`src/rtl/fetch_pkg.sv`:
```
// rtl/fetch_pkg.sv - Shared constants and types for the instruction fetch stage.
package fetch_pkg;
  localparam int XLEN = 32;
  localparam logic [XLEN-1:0] NOP_INSTR = 32'h0000_0013;
  localparam int FETCH_DEPTH = 2;

  // Pointers carry one extra wrap bit so full and empty are distinguishable.
  typedef logic [$clog2(FETCH_DEPTH):0] fetch_ptr_t;

  typedef struct packed {
    logic [XLEN-1:0] pc;
    logic [XLEN-1:0] instr;
    logic            filled;
  } fetch_entry_t;
endpackage

```
`src/rtl/fetch_queue.sv`:
```
// rtl/fetch_queue.sv - Ring of in-flight fetches with separate alloc, fill and read pointers.
// FETCH_BYPASS_EN: a word filling the head entry is forwarded to the head output the same cycle.
module fetch_queue
  import fetch_pkg::*;
#(
  parameter int DEPTH = FETCH_DEPTH
) (
  input  logic                   clk,
  input  logic                   rst,
  input  logic                   flush,
  input  logic                   alloc,
  input  logic [XLEN-1:0]        alloc_pc,
  input  logic                   fill,
  input  logic [XLEN-1:0]        fill_instr,
  input  logic                   rd,
  output logic                   head_valid,
  output logic [XLEN-1:0]        head_instr,
  output logic [XLEN-1:0]        head_pc,
  output logic [$clog2(DEPTH):0] count,
  output logic [$clog2(DEPTH):0] pending
);
  localparam int PW = $clog2(DEPTH);
  typedef logic [PW:0] ptr_t;

  fetch_entry_t entries [DEPTH];
  fetch_entry_t head;
  ptr_t         alloc_ptr;
  ptr_t         fill_ptr;
  ptr_t         rd_ptr;

  assign count   = alloc_ptr - rd_ptr;
  assign pending = alloc_ptr - fill_ptr;
  assign head    = entries[rd_ptr[PW-1:0]];
  assign head_pc = head.pc;

  always_comb begin
    head_valid = head.filled && (count != '0);
    head_instr = head.instr;
`ifdef FETCH_BYPASS_EN
    if (fill && (fill_ptr == rd_ptr) && (count != '0)) begin
      head_valid = 1'b1;
      head_instr = fill_instr;
    end
`endif
  end

  always_ff @(posedge clk or posedge rst) begin
    if (rst) begin
      alloc_ptr <= '0;
      fill_ptr  <= '0;
      rd_ptr    <= '0;
      for (int i = 0; i < DEPTH; i++) begin
        entries[i] <= '{pc: '0, instr: NOP_INSTR, filled: 1'b0};
      end
    end else if (flush) begin
      alloc_ptr <= '0;
      fill_ptr  <= '0;
      rd_ptr    <= '0;
      for (int i = 0; i < DEPTH; i++) begin
        entries[i].filled <= 1'b0;
      end
    end else begin
      if (alloc) begin
        entries[alloc_ptr[PW-1:0]] <= '{pc: alloc_pc, instr: NOP_INSTR, filled: 1'b0};
        alloc_ptr <= alloc_ptr + ptr_t'(1);
      end
      if (fill) begin
        entries[fill_ptr[PW-1:0]].instr  <= fill_instr;
        entries[fill_ptr[PW-1:0]].filled <= 1'b1;
        fill_ptr <= fill_ptr + ptr_t'(1);
      end
      // Clearing filled on read keeps a wrapped slot from looking valid; with bypass this
      // also overrides a same-cycle fill of the entry being consumed.
      if (rd) begin
        entries[rd_ptr[PW-1:0]].filled <= 1'b0;
        rd_ptr <= rd_ptr + ptr_t'(1);
      end
    end
  end
endmodule

```
`src/rtl/fetch_unit.sv`:
```
// rtl/fetch_unit.sv - Instruction fetch: PC, imem request issue, stale-response drop and decode handoff.
// FETCH_BYPASS_EN: zero-cycle response-to-decode forwarding through the queue head.
module fetch_unit
  import fetch_pkg::*;
#(
  parameter logic [XLEN-1:0] RESET_PC = 32'h0000_0000,
  parameter int              DEPTH    = FETCH_DEPTH
) (
  input  logic            clk,
  input  logic            rst,
  output logic            imem_req,
  output logic [XLEN-1:0] imem_addr,
  input  logic            imem_gnt,
  input  logic            imem_rvalid,
  input  logic [XLEN-1:0] imem_rdata,
  input  logic            redirect_valid,
  input  logic [XLEN-1:0] redirect_pc,
  output logic            id_valid,
  input  logic            id_ready,
  output logic [XLEN-1:0] id_instr,
  output logic [XLEN-1:0] id_pc,
  output logic [XLEN-1:0] id_pc4
);
  localparam int CW = $clog2(DEPTH) + 1;
  localparam logic [CW:0] DEPTH_W = (CW+1)'(DEPTH);

  logic [XLEN-1:0] pc_q;
  logic [CW-1:0]   drop_cnt;
  logic [CW-1:0]   count;
  logic [CW-1:0]   pending;
  logic [CW:0]     outstanding;
  logic            grant;
  logic            fill;
  logic            rd;
  logic            head_valid;
  logic [XLEN-1:0] head_instr;
  logic [XLEN-1:0] head_pc;

  // Stale responses still occupy imem slots, so they count against the request cap.
  assign outstanding = {1'b0, count} + {1'b0, drop_cnt};
  assign imem_req    = !rst && !redirect_valid && (outstanding < DEPTH_W);
  assign imem_addr   = pc_q & ~32'h3;
  assign grant       = imem_req && imem_gnt;
  assign fill        = imem_rvalid && (drop_cnt == '0);
  assign rd          = id_valid && id_ready;

  fetch_queue #(.DEPTH(DEPTH)) u_queue (
    .clk        (clk),
    .rst        (rst),
    .flush      (redirect_valid),
    .alloc      (grant),
    .alloc_pc   (imem_addr),
    .fill       (fill),
    .fill_instr (imem_rdata),
    .rd         (rd),
    .head_valid (head_valid),
    .head_instr (head_instr),
    .head_pc    (head_pc),
    .count      (count),
    .pending    (pending)
  );

  assign id_valid = head_valid && !redirect_valid;
  assign id_instr = id_valid ? head_instr : NOP_INSTR;
  assign id_pc    = head_pc;
  assign id_pc4   = head_pc + XLEN'(4);

  always_ff @(posedge clk or posedge rst) begin
    if (rst) begin
      pc_q <= RESET_PC;
    end else if (redirect_valid) begin
      pc_q <= redirect_pc & ~32'h3;
    end else if (grant) begin
      pc_q <= pc_q + XLEN'(4);
    end
  end

  // On redirect every unfilled request becomes stale; a response arriving that same cycle
  // retires one of them immediately.
  always_ff @(posedge clk or posedge rst) begin
    if (rst) begin
      drop_cnt <= '0;
    end else if (redirect_valid) begin
      drop_cnt <= drop_cnt + pending - CW'(imem_rvalid);
    end else if (imem_rvalid && (drop_cnt != '0)) begin
      drop_cnt <= drop_cnt - CW'(1);
    end
  end
endmodule

```
`config.mk`:
```
export PLATFORM = sky130hd
export DESIGN_NAME = fetch_unit
export DESIGN_NICKNAME = d
export VERILOG_FILES = /design/src/rtl/fetch_pkg.sv /design/src/rtl/fetch_queue.sv /design/src/rtl/fetch_unit.sv
export SDC_FILE = /design/constraint.sdc
export NUM_CORES = 1
export LEC_CHECK = 0
export ABC_AREA = 1
export BUFFER_PORTS_ARGS = -buffer_cell sky130_fd_sc_hd__buf_2
export CORE_AREA = 2 2 201 163
export CTS_CLUSTER_SIZE = 30
export DETAILED_ROUTE_END_ITERATION = 7
export DIE_AREA = 0 0 203 165
export SYNTH_ARGS = -nofsm -noshare
export SYNTH_HDL_FRONTEND = slang
export SYNTH_SLANG_ARGS = --single-unit
```
`constraint.sdc`:
```
create_clock -name clk -period 7 [get_ports clk]
set_clock_uncertainty 0.15 [all_clocks]
set_input_delay 1.4 -clock clk [delete_from_list [all_inputs] [get_ports clk]]
set_output_delay 1.4 -clock clk [all_outputs]
set_load 0.01 [all_outputs]
```
* Word level (Yosys, flattened, before mapping)
Index checks and enable logic that the tools add are counted.
** Word-level totals
- Register bits :: 170
- Latch bits :: 0
- Memory bits (writable) :: 0
- Memory bits (read-only) :: 0
- Logic and storage cells :: 85
- Memories kept :: 0
** Operators by class
- $add $sub $neg :: 11
- $mul :: 0
- Div/mod/pow operators :: 0
- $lt $le $gt $ge :: 7
- Equal/unequal tests :: 0
- Shifts and indexed selects :: 0
- Muxes and demuxes :: 33
- Bitwise gates (word level) :: 3
- Reductions and logical operators :: 20
** Operator list (count)
- 130-bit 2-to-1 mux :: 5
- 130-bit bitwise mux :: 4
- 65-bit demux with 1-bit select :: 4
- 65-bit 2-to-1 mux :: 4
- 32-bit 2-to-1 mux :: 3
- 32-bit by 3-bit adder with 32-bit output (second input constant) :: 2
- 33-bit 2-to-1 mux :: 1
- 2-bit 2-to-1 mux :: 8
- 2-bit nonzero test :: 6
- 1-bit logical AND :: 11
- 2-bit by 1-bit adder with 2-bit output (second input constant) :: 3
- 2-bit >= comparator (second input constant) :: 3
- 2-bit by 1-bit < comparator with 1-bit output (second input constant) :: 3
- 1-bit inverter with 2-bit output :: 3
- 1-bit 2-to-1 mux :: 4
- 2-bit subtractor :: 2
- 2-bit by 2-bit adder with 3-bit output :: 1
- 3-bit by 2-bit < comparator with 1-bit output (second input constant) :: 1
- 2-bit adder :: 1
- 1-bit zero test :: 2
- 2-bit zero test :: 1
- 2-bit by 1-bit subtractor with 2-bit output :: 1
- 2-bit by 1-bit subtractor with 2-bit output (second input constant) :: 1

* Depth between registers and ports, before layout
Gate-level depths: netlist (run 1).
- Depth in word-level cells :: 15
- Depth in mapped cells :: 16

* Cells and area by module
A second synthesis (run 1) with hierarchy kept.
** Unflattened totals
- Cells, all modules :: 1261
- Area total of the unflattened synthesis :: 9669.3 sq um
** Modules (own cells, without submodules)
- fetch_queue :: times used 1, cells an instance 657, area each 6013.3 sq um, sequential area each 3410.8 sq um
- fetch_unit :: times used 1, cells an instance 604, area each 3656.0 sq um, sequential area each 800.8 sq um

* Worst setup path before layout (run 1)
Ideal clock, no wire load.
- Kind :: input-to-output
- Start :: in redirect_valid
- End :: out id_instr[0]
- Arrival :: 2.228 ns
- Path slack :: 3.222 ns
- Stages :: 6
- Path buffers :: 2
- Cell sequence :: buf_2 a21oi_1 nand2_1 buf_2 inv_1 nand3_1
** On the way
- Word-level cells in the longest chain between the ends :: 3
** Ends and longest elaborated chain
- from (decl) :: line fetch_unit.sv:16 : input logic redirect_valid,
- 1-bit zero test :: line fetch_unit.sv:63 : assign id_valid = head_valid && !redirect_valid;
- 1-bit logical AND :: line fetch_unit.sv:63
- named net id_valid :: line fetch_unit.sv:18 : output logic id_valid,
- 32-bit 2-to-1 mux :: line fetch_unit.sv:64 : assign id_instr = id_valid ? head_instr : NOP_INSTR;
- to (decl) :: line fetch_unit.sv:20 : output logic [XLEN-1:0] id_instr,
The timed path passes the listed nets, and every way through them passes these cells.

* Final worst setup path (run 1)
- Start :: reg u_queue.rd_ptr[0]
- End :: out id_pc4[30]
** On the way
- Word-level cells in the longest chain between the ends :: 5
** Ends and longest elaborated chain
- from (decl) :: line fetch_queue.sv:29 : ptr_t rd_ptr;
- from (signal assigned) :: line fetch_queue.sv:76 : rd_ptr <= rd_ptr + ptr_t'(1);
- 1-bit inverter with 2-bit output (implied by the code) :: line fetch_queue.sv:33 : assign head = entries[rd_ptr[PW-1:0]];
- 65-bit 2-to-1 mux (implied by the code) (3 in a row) :: line fetch_queue.sv:33
- 32-bit by 3-bit adder with 32-bit output :: line fetch_unit.sv:66 : assign id_pc4 = head_pc + XLEN'(4);
- to (decl) :: line fetch_unit.sv:22 : output logic [XLEN-1:0] id_pc4
No other way between the ends. The select of a mux whose other input is x is not followed.

==> results of run 1 <==
-- per-stage QoR --
stage | worst slack, ps | total power, mW | instance area [µm²] | utilization [%]
2_1_floorplan | 913 | 2.53 | 9360 | -
3_3_place_gp | 2410 | 3.02 | 10700 | 34.1
3_5_place_dp | 2390 | 3.06 | 10700 | 34.1
4_1_cts | 1930 | 4.06 | 11300 | 36.0
5_1_grt | 1710 | 4.35 | 11300 | 36.0
6_report | 2010 | 4.03 | 11300 | 36.0
-- worst register-to-register path, cell delays in order, from the launching register on --
cell,delay (ps)
dfrtp_4,890
ha_1,370
or2_2,310
fa_1,480
nand2_1,80
nor3_4,280
nand3_4,580
a21oi_4,1030
o22ai_1,160
-- synthesized netlist by cell type (2+ instances only) --
master	count	area share [%]
nand2_1	454	18
nor2_1	165	6.6
dfrtp_1	162	43
inv_1	155	6.2
o21ai_0	84	4.5
o22ai_1	61	4.1
nand3_1	50	2.7
a21oi_1	35	1.9
clkbuf_1	30	1.2
xor2_1	21	2.0
buf_2	16	0.86
buf_4	11	0.88
nand2_2	8	0.53
dfstp_2	6	1.7
o211ai_1	6	0.48
or2_2	6	0.40
xnor2_1	6	0.56
ha_1	5	0.67
fa_1	3	0.64
o21ai_1	3	0.16
o21bai_1	3	0.24
buf_6	2	0.24
clkinv_1	2	0.080
inv_2	2	0.080
nand3b_1	2	0.16
nand4_1	2	0.13
nor2_2	2	0.13
nor2_4	2	0.24
-- kinds of logic (layout without fill, tap and decap cells) --
kind of cell	count (synthesis)	count (layout)	synth area share [%]
AND/OR/NAND/NOR	696	696	29.7
buffers and inverters	218	397	9.56
AO/OA/AOI/OAI	197	197	11.8
flip-flops	168	168	45.0
XOR/XNOR	27	27	2.53
adder cells (fa/ha/maj)	8	8	1.31
other	1	2	0.0401
-- path summary, 6_finish.rpt --
kind,startpoint,endpoint,slack [ps]
setup reg to reg,u_queue.rd_ptr[0],u_queue.entries[18],2520
setup / recovery,u_queue.rd_ptr[0],id_pc4[30],2010
hold / removal,flip-flop,flip-flop,330
min in group asynchronous,rst,u_queue.entries[0],800
max in group asynchronous,rst,async pin,4640
hold reg to reg,flip-flop,flip-flop,330
-- cell type report --
cell class,count,area (µm²)
sequential,168,4220
timing repair buffer,206,1060
clock buffer,17,425
multi-input combinational,930,4260
inverter,159,602
tap,420,526
fill,3387,20000
clock inverter,15,183
-- report_power, final --
group	internal (mW)	total, mW	switching [mW]
registers	1.36	1.57	0.208
logic	0.536	1.47	0.937
clock network	0.542	0.985	0.443
total	2.44	4.03	1.59
-- per-layer routing --
layer / wire length (µm) / vias to the layer above / track usage [%] / share of wire (%)
li1: - / 4444 / - / -
met1: 14800 / 4178 / 26.5 / 51
met2: 12100 / 239 / 25.5 / 42
met4: 330 / 4 / 4.71 / 1.1
met3: 1930 / 28 / 3.69 / 6.6
met5: 27 / - / 0 / 0.092
-- cell usage in the layout (no fill, tap or decap), drive strengths merged --
cell type and n:
dfstp 6, buf 206, o21ai 88, conb 2, o211ai 6, ha 5, clkinvlp 2, bufinv 2
xnor2 6, nand3b 2, o22ai 61, dfrtp 162, nand4 2, or2 6, o21bai 3, fa 3
nand2 463, inv 165, nor3 2, a22oi 1, a31oi 1, nor2 169, xor2 21, o221ai 1
clkinv 5, nand3 52, a21oi 36, clkbuf 17
==> metrics.md, run 1 <==
| Metric | Value |
|---|---|
| Status | finished, final reports clean |
| Initial antenna violation count | 2 |
| Placed Cells incl. Taps | 1883 |
| Worst endpoint required time | 5450 ps |
| Clock sink count | 168 |
| Syn. warnings | 0 |
| Gate Count Post-Synth | 1315 |
| Core region area | 31300 µm² |
| Mean post-synth cell area | 7.12 µm² |
| Final Hold Viols | 0 |
| Drt pass-1 iters | 5 |
| WP buf/inv | 5 |
| Max Cap Violations | 0 |
| Largest net degree at the start of global routing | 77 |
| Fin crit share | 71.2% |
| Crit path kind | flip-flop to primary output |
| Crit path max fanout | 66 |
| Area grow syn2layout | 20.4% |
| CP Depth | 12 |
| Global route total overflow | 0 |
| Root buf cell | clkbuf_16 |
| Final setup TNS | 0 ps |
| Hold depth | 2 |
| CP cell instances | buf_4 -> o21ai_1 -> inv_1 -> ha_1 -> inv_1 -> nor2_4 -> inv_1 -> nor2_1 -> nand2_1 -> nand2_1 -> nand2_1 -> buf_2 |
| Die footprint | 33500 µm² |
| # rows | 58 |
| RSZ-0062 raised after global routing | no |
| CTS H-Tree Depth | 4 |
| Clock Path Buffers | 2 |
| Slowest-stage cell, CP | dfrtp_4 |
| Final setup viols | 0 |
| Share of layout cells above drive strength 1 | 18.2% |
| RePlAce Congestion | 0.857 |
| Distinct cells, synth | 39 |
| Clock Latency Late Sink | 430 ps |
| TritonCTS clock tree | yes |
| Hold Crit Class | flip-flop to flip-flop |
| CP peak stage delay | 890 ps |
| Reg2Reg Depth | 8 |
| Synth Flop Type | dfrtp_1 |
| WHS | 330 ps |
| DP HPWL | 21000 µm |
| Max frequency | 201 MHz |
| Worst Setup End Kind | primary output |
| Die span in x | 203 µm |
| Leakage | 5.78 nW |
| Non-Filler Instances | 1915 |
| Slew margin rel. | 32.2% |
| Initial Util | 29.9% |
| Setup crit start kind | flip-flop |
| Register area share after synthesis | 45.0% |
| Final antenna-violating net count | 0 |
| PD cells | 357 nW/µm² |
| Fin. max-slew vios | 0 |
| Number of enable flip-flop cells after synthesis | 0 |
| Setup bufs post-CTS | 0 |
| Total number of vias | 8893 |
| Maximum vdd ir drop | 144 µV |
| First-pass GRT wire length | 46400 µm |
| DRC errors left | 0 |
| Fin nets | 1560 |
| WL/cell | 15.3 µm |
| Period minus WS final | 4990 ps |
| PortBufs | 195 |
| Die H | 165 µm |
| Routed WL | 29200 µm |
| ANT cells | 0 |
| GRT Resource Usage Total | 17.7% |
| I/O pin cnt | 200 |
| Post-synthesis async set-or-reset flop share | 100% |
| DR iter-0 viols | 707 |
| Delay-heaviest family, CP | buffers and inverters |
| Worst Tran Pin Value | 1010 ps |
| Clk slew on worst S/H paths | 70 ps |
| Vias per cell | 4.64 |
| CTS buffer count | 17 |
| Hold-fix buffers, CTS | 0 |
| Yosys reg bits | 168 |
| Critical path arrival | 3440 ps |
| Vias in the first global route | 8472 |
| Cell area after synthesis | 9360 µm² |
| # resized after CTS | 0 |
No activity file was read; power rests on OpenSTA's default activity.
==> inputs of run 2 (changes only) <==
--- a/config.mk
+++ b/config.mk
@@ -5,12 +5,12 @@
 export SDC_FILE = /design/constraint.sdc
 export NUM_CORES = 1
 export LEC_CHECK = 0
-export ABC_AREA = 1
+export ABC_AREA = 0
 export BUFFER_PORTS_ARGS = -buffer_cell sky130_fd_sc_hd__buf_2
-export CORE_AREA = 2 2 201 163
+export CORE_AREA = 2 2 193 157
 export CTS_CLUSTER_SIZE = 30
 export DETAILED_ROUTE_END_ITERATION = 7
-export DIE_AREA = 0 0 203 165
+export DIE_AREA = 0 0 195 159
 export SYNTH_ARGS = -nofsm -noshare
 export SYNTH_HDL_FRONTEND = slang
 export SYNTH_SLANG_ARGS = --single-unit
==> constraint.sdc (replaced) <==
create_clock -name clk -period 4.7 [get_ports clk]
set_clock_uncertainty 0.15 [all_clocks]
set_input_delay 0.94 -clock clk [delete_from_list [all_inputs] [get_ports clk]]
set_output_delay 0.94 -clock clk [all_outputs]
set_load 0.01 [all_outputs]
==> metrics.md, run 2 <==
| Metric | Value |
|---|---|
| Crit path max fanout | 34 |
| Die footprint | 31000 µm² |
| Synth top area share | 46.9% |
| DRC errors left | 0 |
| Vias in the first global route | 6687 |
| Clock sink count | 168 |
| Register area share after synthesis | 48.7% |
| Distinct cells, synth | 58 |
| Area occupied by multi-input gates | 4130 µm² |
| Mean post-synth cell area | 11.1 µm² |
| Clock Path Buffers | 2 |
| Drt pass-1 iters | 6 |
| Largest area contributor in the netlist | dfrtp_1 |
| Met1 Track Usage GR | 24.2% |
| Final Hold Viols | 0 |
| Gate Count Post-Synth | 777 |
| Syn. warnings | 0 |
| CP cell instances | buf_4 -> nand3b_1 -> a222oi_1 -> nand4_1 -> nor4_2 -> xor2_1 -> buf_2 |
| Fin nets | 1040 |
| PD cells | 521 nW/µm² |
| Final antenna-violating net count | 0 |
| Final Util | 36.6% |
| Worst Tran Pin Value | 1100 ps |
| WHS | 333 ps |
| PortBufs | 195 |
| Reg area | 4220 µm² |
| DP HPWL | 17200 µm |
| Period minus WS final | 4240 ps |
| Fin worst setup slack | 464 ps |
| Fin. max-slew vios | 0 |
| Synth area leaders | dfrtp_1 (47%), mux2_2 (11%), a22o_1 (6.0%) |
| Die H | 159 µm |
| Delay-heaviest family, CP | simple AND/OR/NAND/NOR gates |
| Commonest non-fill, non-tap cell in the layout | buf_2 |
| WL/cell | 18.2 µm |
| Clk slew on worst S/H paths | 70 ps |
| Final setup TNS | 0 ps |
| # resized after CTS | 0 |
| Setup bufs post-CTS | 0 |
| Max Cap Violations | 0 |
| Cell area after synthesis | 8640 µm² |
| Most frequent cells in the layout | buf_2 (195), dfrtp_1 (161), mux2_2 (82) |
| Hold-fix buffers, CTS | 0 |
| Status | finished, final reports clean |
| CTS buffer count | 17 |
| GR Layer Usage met2 | 23.0% |
| Pre-CTS worst setup slack | 951 ps |
| Initial Util | 29.8% |
| CP peak stage delay | 650 ps |
| Placed cell area | 10000 µm² |
| Share of layout cells above drive strength 1 | 35.6% |
| Final-layout fill cell count | 2901 |
| Synth Flop Type | dfrtp_1 |
| Slowest-stage cell, CP | dfrtp_4 |
| Max frequency | 236 MHz |
| WP buf/inv | 2 |
| Critical path arrival | 3150 ps |
| Power Total | 5.53 mW |
| Clock Latency Late Sink | 430 ps |
| Setup crit start kind | flip-flop |
| # rows | 56 |
| Non-Filler Instances | 1353 |
| Area grow syn2layout | 22.9% |
| Initial antenna violation count | 2 |
| Top cells by count, synth | dfrtp_1 (162), mux2_2 (82), nand2_1 (63), a22o_1 (59), nor2_1 (50) |
| Reg2Reg Setup Slack | 1070 ps |
| CTS H-Tree Depth | 4 |
| Number of enable flip-flop cells after synthesis | 0 |
| Total number of vias | 6806 |
| Placed Cells incl. Taps | 1320 |
| Routed WL | 24600 µm |
| Global route total overflow | 0 |
| Final setup viols | 0 |
| Leakage | 4.91 nW |
| Worst endpoint required time | 3610 ps |
| TritonCTS clock tree | yes |
| Top-count cell post-synth | dfrtp_1 |
| Yosys reg bits | 168 |
| I/O pin cnt | 200 |
| Largest net degree at the start of global routing | 140 |
| Final instance area | 10600 µm² |
| Post-synthesis async set-or-reset flop share | 100% |
| GRT Resource Usage Total | 16.0% |
| Fin crit share | 90.1% |
| First-pass GRT wire length | 38800 µm |
| RSZ-0062 raised after global routing | no |
| DR iter-0 viols | 482 |
| GR Util met3 | 3.05% |
| Hold Crit Class | flip-flop to flip-flop |
| Worst Setup End Kind | primary output |
| Most Crowded Layer GR | met1 |
| Root buf cell | clkbuf_16 |
| Slew margin rel. | 26.0% |
| Crit path kind | flip-flop to primary output |
| RePlAce Congestion | 0.812 |
| Maximum vdd ir drop | 255 µV |
| Die span in x | 195 µm |
| Core region area | 29000 µm² |
| Vias per cell | 5.03 |
==> run 2: cell types whose count changed in the layout (fill, tap and decap cells not counted), sizes merged, moves of 9 or more <==
cell	delta
mux2	+82
a21oi	-23
nand3b	+11
nand2	-399
o21ai	-60
nand4	+23
nor2	-119
nand3	-24
xnor2	+20
o22ai	-61
nor3	+9
a22o	+59
inv	-140
mux2i	+43
==> run 2: kinds of logic (layout without fill, tap and decap cells) <==
family	Yosys count	in the layout	synth area share, %
AO/OA/AOI/OAI	131	131	11.5
adder cells (fa/ha/maj)	8	8	1.42
AND/OR/NAND/NOR	225	225	13.4
buffers and inverters	66	263	3.65
XOR/XNOR	53	53	5.53
flip-flops	168	168	48.7
other	1	3	0.0434
multiplexers	125	125	15.7
==> run 2: final cells by class <==
type                       instances  share of cell area (%)
sequential                       168                    39.7
multi-input combinational        544                    38.9
timing repair buffer             212                    10.5
tap                              377                    4.44
clock buffer                      17                    4.01
clock inverter                    15                    1.76
inverter                          19                   0.707
antenna                            1                  0.0236
==> run 2: final timing paths <==
check                             startpoint             endpoint  cells after the start
setup reg to reg           u_queue.rd_ptr[0]  u_queue.entries[10]                     10
hold reg to reg                    flip-flop            flip-flop                      2
min in group asynchronous                rst          drop_cnt[1]                      2
setup / recovery           u_queue.rd_ptr[0]           id_pc4[31]                      7
max in group asynchronous                rst            async pin                      3
hold / removal                     flip-flop            flip-flop                      2
==> run 2: power breakdown <==
part           leakage [nW]  internal (mW)  switching, mW  total, mW
clock                 0.288          0.848          0.632       1.48
combinational          2.47          0.898          0.872       1.77
sequential             2.16           1.92          0.361       2.28
==> run 2: per-layer routing <==
metal  routed length (µm)  up-vias
met4                  289        2
met3                 1020       19
met2                10700      169
met1                12500     3441
met5                   13        -
li1                     -     3175
==> run 2: worst min-delay path: cells and delay by family, from the launching register on <==
kind               cells  cell delay [ps]
DFF                    1              350
AOI/OAI and AO/OA      1               60
and+or+nand+nor        1               50
==> inputs of run 3 (changes only) <==
--- a/config.mk
+++ b/config.mk
@@ -11,6 +11,9 @@
 export CTS_CLUSTER_SIZE = 30
 export DETAILED_ROUTE_END_ITERATION = 7
 export DIE_AREA = 0 0 195 159
+export REMOVE_ABC_BUFFERS = 1
+export SLEW_MARGIN = 20
 export SYNTH_ARGS = -nofsm -noshare
 export SYNTH_HDL_FRONTEND = slang
 export SYNTH_SLANG_ARGS = --single-unit
+export TNS_END_PERCENT = 5
==> metrics.md, run 3 (same netlist as run 2, synthesis figures left out) <==
| Metric | Value |
|---|---|
| Placed cell area | 9990 µm² |
| Maximum vdd ir drop | 222 µV |
| RePlAce Congestion | 0.762 |
| DR iter-0 viols | 341 |
| CTS H-Tree Depth | 4 |
| Reg2Reg Setup Slack | 890 ps |
| Most frequent cells in the layout | buf_2 (195), dfrtp_1 (161), mux2_2 (82) |
| GRT Resource Usage Total | 16.0% |
| Initial antenna violation count | 5 |
| Worst endpoint required time | 3610 ps |
| Fin. max-slew vios | 0 |
| Fin crit share | 92.3% |
| Share of layout cells above drive strength 1 | 35.5% |
| Die H | 159 µm |
| Final antenna-violating net count | 0 |
| FF-to-FF Start | u_queue.rd_ptr[0] |
| Fin nets | 1041 |
| Crit path max fanout | 40 |
| Die footprint | 31000 µm² |
| Placed Cells incl. Taps | 1320 |
| WHS | 330 ps |
| Final setup viols | 0 |
| Non-Filler Instances | 1357 |
| Hold-fix buffers, CTS | 0 |
| Vias per cell | 4.91 |
| I/O pin cnt | 200 |
| Final-layout fill cell count | 2929 |
| Leakage | 4.94 nW |
| Met1 wire length | 11300 µm |
| Period minus WS final | 4340 ps |
| # rows | 56 |
| Routed WL | 24400 µm |
| Core region area | 29000 µm² |
| PortBufs | 195 |
| Commonest non-fill, non-tap cell in the layout | buf_2 |
| Pre-CTS worst setup slack | 761 ps |
| Setup bufs post-CTS | 0 |
| Vias in the first global route | 6605 |
| Global route total overflow | 0 |
| Max frequency | 230 MHz |
| CTS buffer count | 17 |
| DRC errors left | 0 |
| Hold Crit Class | flip-flop to flip-flop |
| Final instance area | 10700 µm² |
| Drt pass-1 iters | 6 |
| Total number of vias | 6665 |
| TritonCTS clock tree | yes |
| Status | finished, final reports clean |
| # resized after CTS | 0 |
| Crit path kind | flip-flop to primary output |
| Setup crit start kind | flip-flop |
| Max Cap Violations | 0 |
| Worst Setup End Kind | primary output |
| Slew margin rel. | 25.7% |
| Worst Tran Pin Value | 1110 ps |
| Clk slew on worst S/H paths | 70 ps |
| Met3 wire length | 1960 µm |
| RR Endpoint | u_queue.entries[73] |
| Final Hold Viols | 0 |
| Fin worst setup slack | 361 ps |
| Area grow syn2layout | 23.4% |
| Largest net degree at the start of global routing | 83 |
| PD cells | 521 nW/µm² |
| Clock Latency Late Sink | 430 ps |
| Hold depth | 1 |
| Clock sink count | 168 |
| Final Util | 36.7% |
| Top routing layer used | met5 |
| DP HPWL | 17100 µm |
| First-pass GRT wire length | 38600 µm |
| Critical path arrival | 3250 ps |
| Routed met2 length | 10800 µm |
| RSZ-0062 raised after global routing | no |
| Initial Util | 29.8% |
| Root buf cell | clkbuf_16 |
| Die span in x | 195 µm |
| Reg2Reg Depth | 9 |
| Clock Path Buffers | 2 |
| WL/cell | 18.0 µm |
[run 3: cell types whose count changed in the layout (fill, tap and decap cells not counted)]
cell / delta
buf_12: -1
buf_16: +1
buf_4: +1
bufinv_16: +1
clkbuf_1: +2
clkbuf_8: +2
clkinv_2: +1
clkinv_4: +1
clkinvlp_4: -2
diode_2: +3
inv_6: -5
[run 3: critical path, cell delays in order, from the launching register on]
cell and delay [ps]:
dfrtp_4 730, buf_4 330, nand4_1 180, a22oi_4 350
nand3_1 430, nor4_1 440, xor2_1 170, buf_2 140
[run 3: final cells by class]
type	count	area, µm²	area share [%]
Multi-Input combinational cell	544	4130	38.7
Antenna cell	4	10.0	0.0939
Tap cell	377	472	4.42
Inverter	19	76.3	0.716
Clock inverter	11	170	1.60
Clock buffer	21	460	4.32
Sequential cell	168	4220	39.5
Timing Repair Buffer	213	1130	10.6
[run 3: how the worst max path moves through the flow]
stage                      startpoint                  end  cells after the start
finish              u_queue.rd_ptr[0]           id_pc4[30]                      7
global route        u_queue.rd_ptr[0]           id_pc4[30]                      7
CTS                 u_queue.rd_ptr[0]           id_pc4[30]                      7
detailed placement  u_queue.rd_ptr[0]           id_pc4[30]                      7
global placement    u_queue.rd_ptr[0]           id_pc4[30]                      7
floorplan           u_queue.rd_ptr[0]  u_queue.entries[68]                      8
[run 3: where the power goes]
group / leakage, nW / total, mW / internal [mW] / switching [mW]
combinational: 2.48 / 1.76 / 0.894 / 0.870
sequential: 2.16 / 2.28 / 1.92 / 0.357
clock: 0.300 / 1.51 / 0.919 / 0.593
total: 4.94 / 5.55 / 3.73 / 1.82
[run 3: per-layer routing]
layer	vias to the layer above	track usage, %
met1	3259	22.5
met4	4	4.16
li1	3192	-
met2	187	23.6
met5	-	0
met3	23	5.44
[run 3: metrics by stage]
| stage | total power, mW | TNS [ps] |
|---|---|---|
| after global placement | 4.04 | 0 |
| after detailed placement | 4.08 | 0 |
| after global routing | 5.91 | 0 |
| final | 5.55 | 0 |
| after CTS | 5.62 | 0 |
| after floorplan | 3.43 | -285710 |
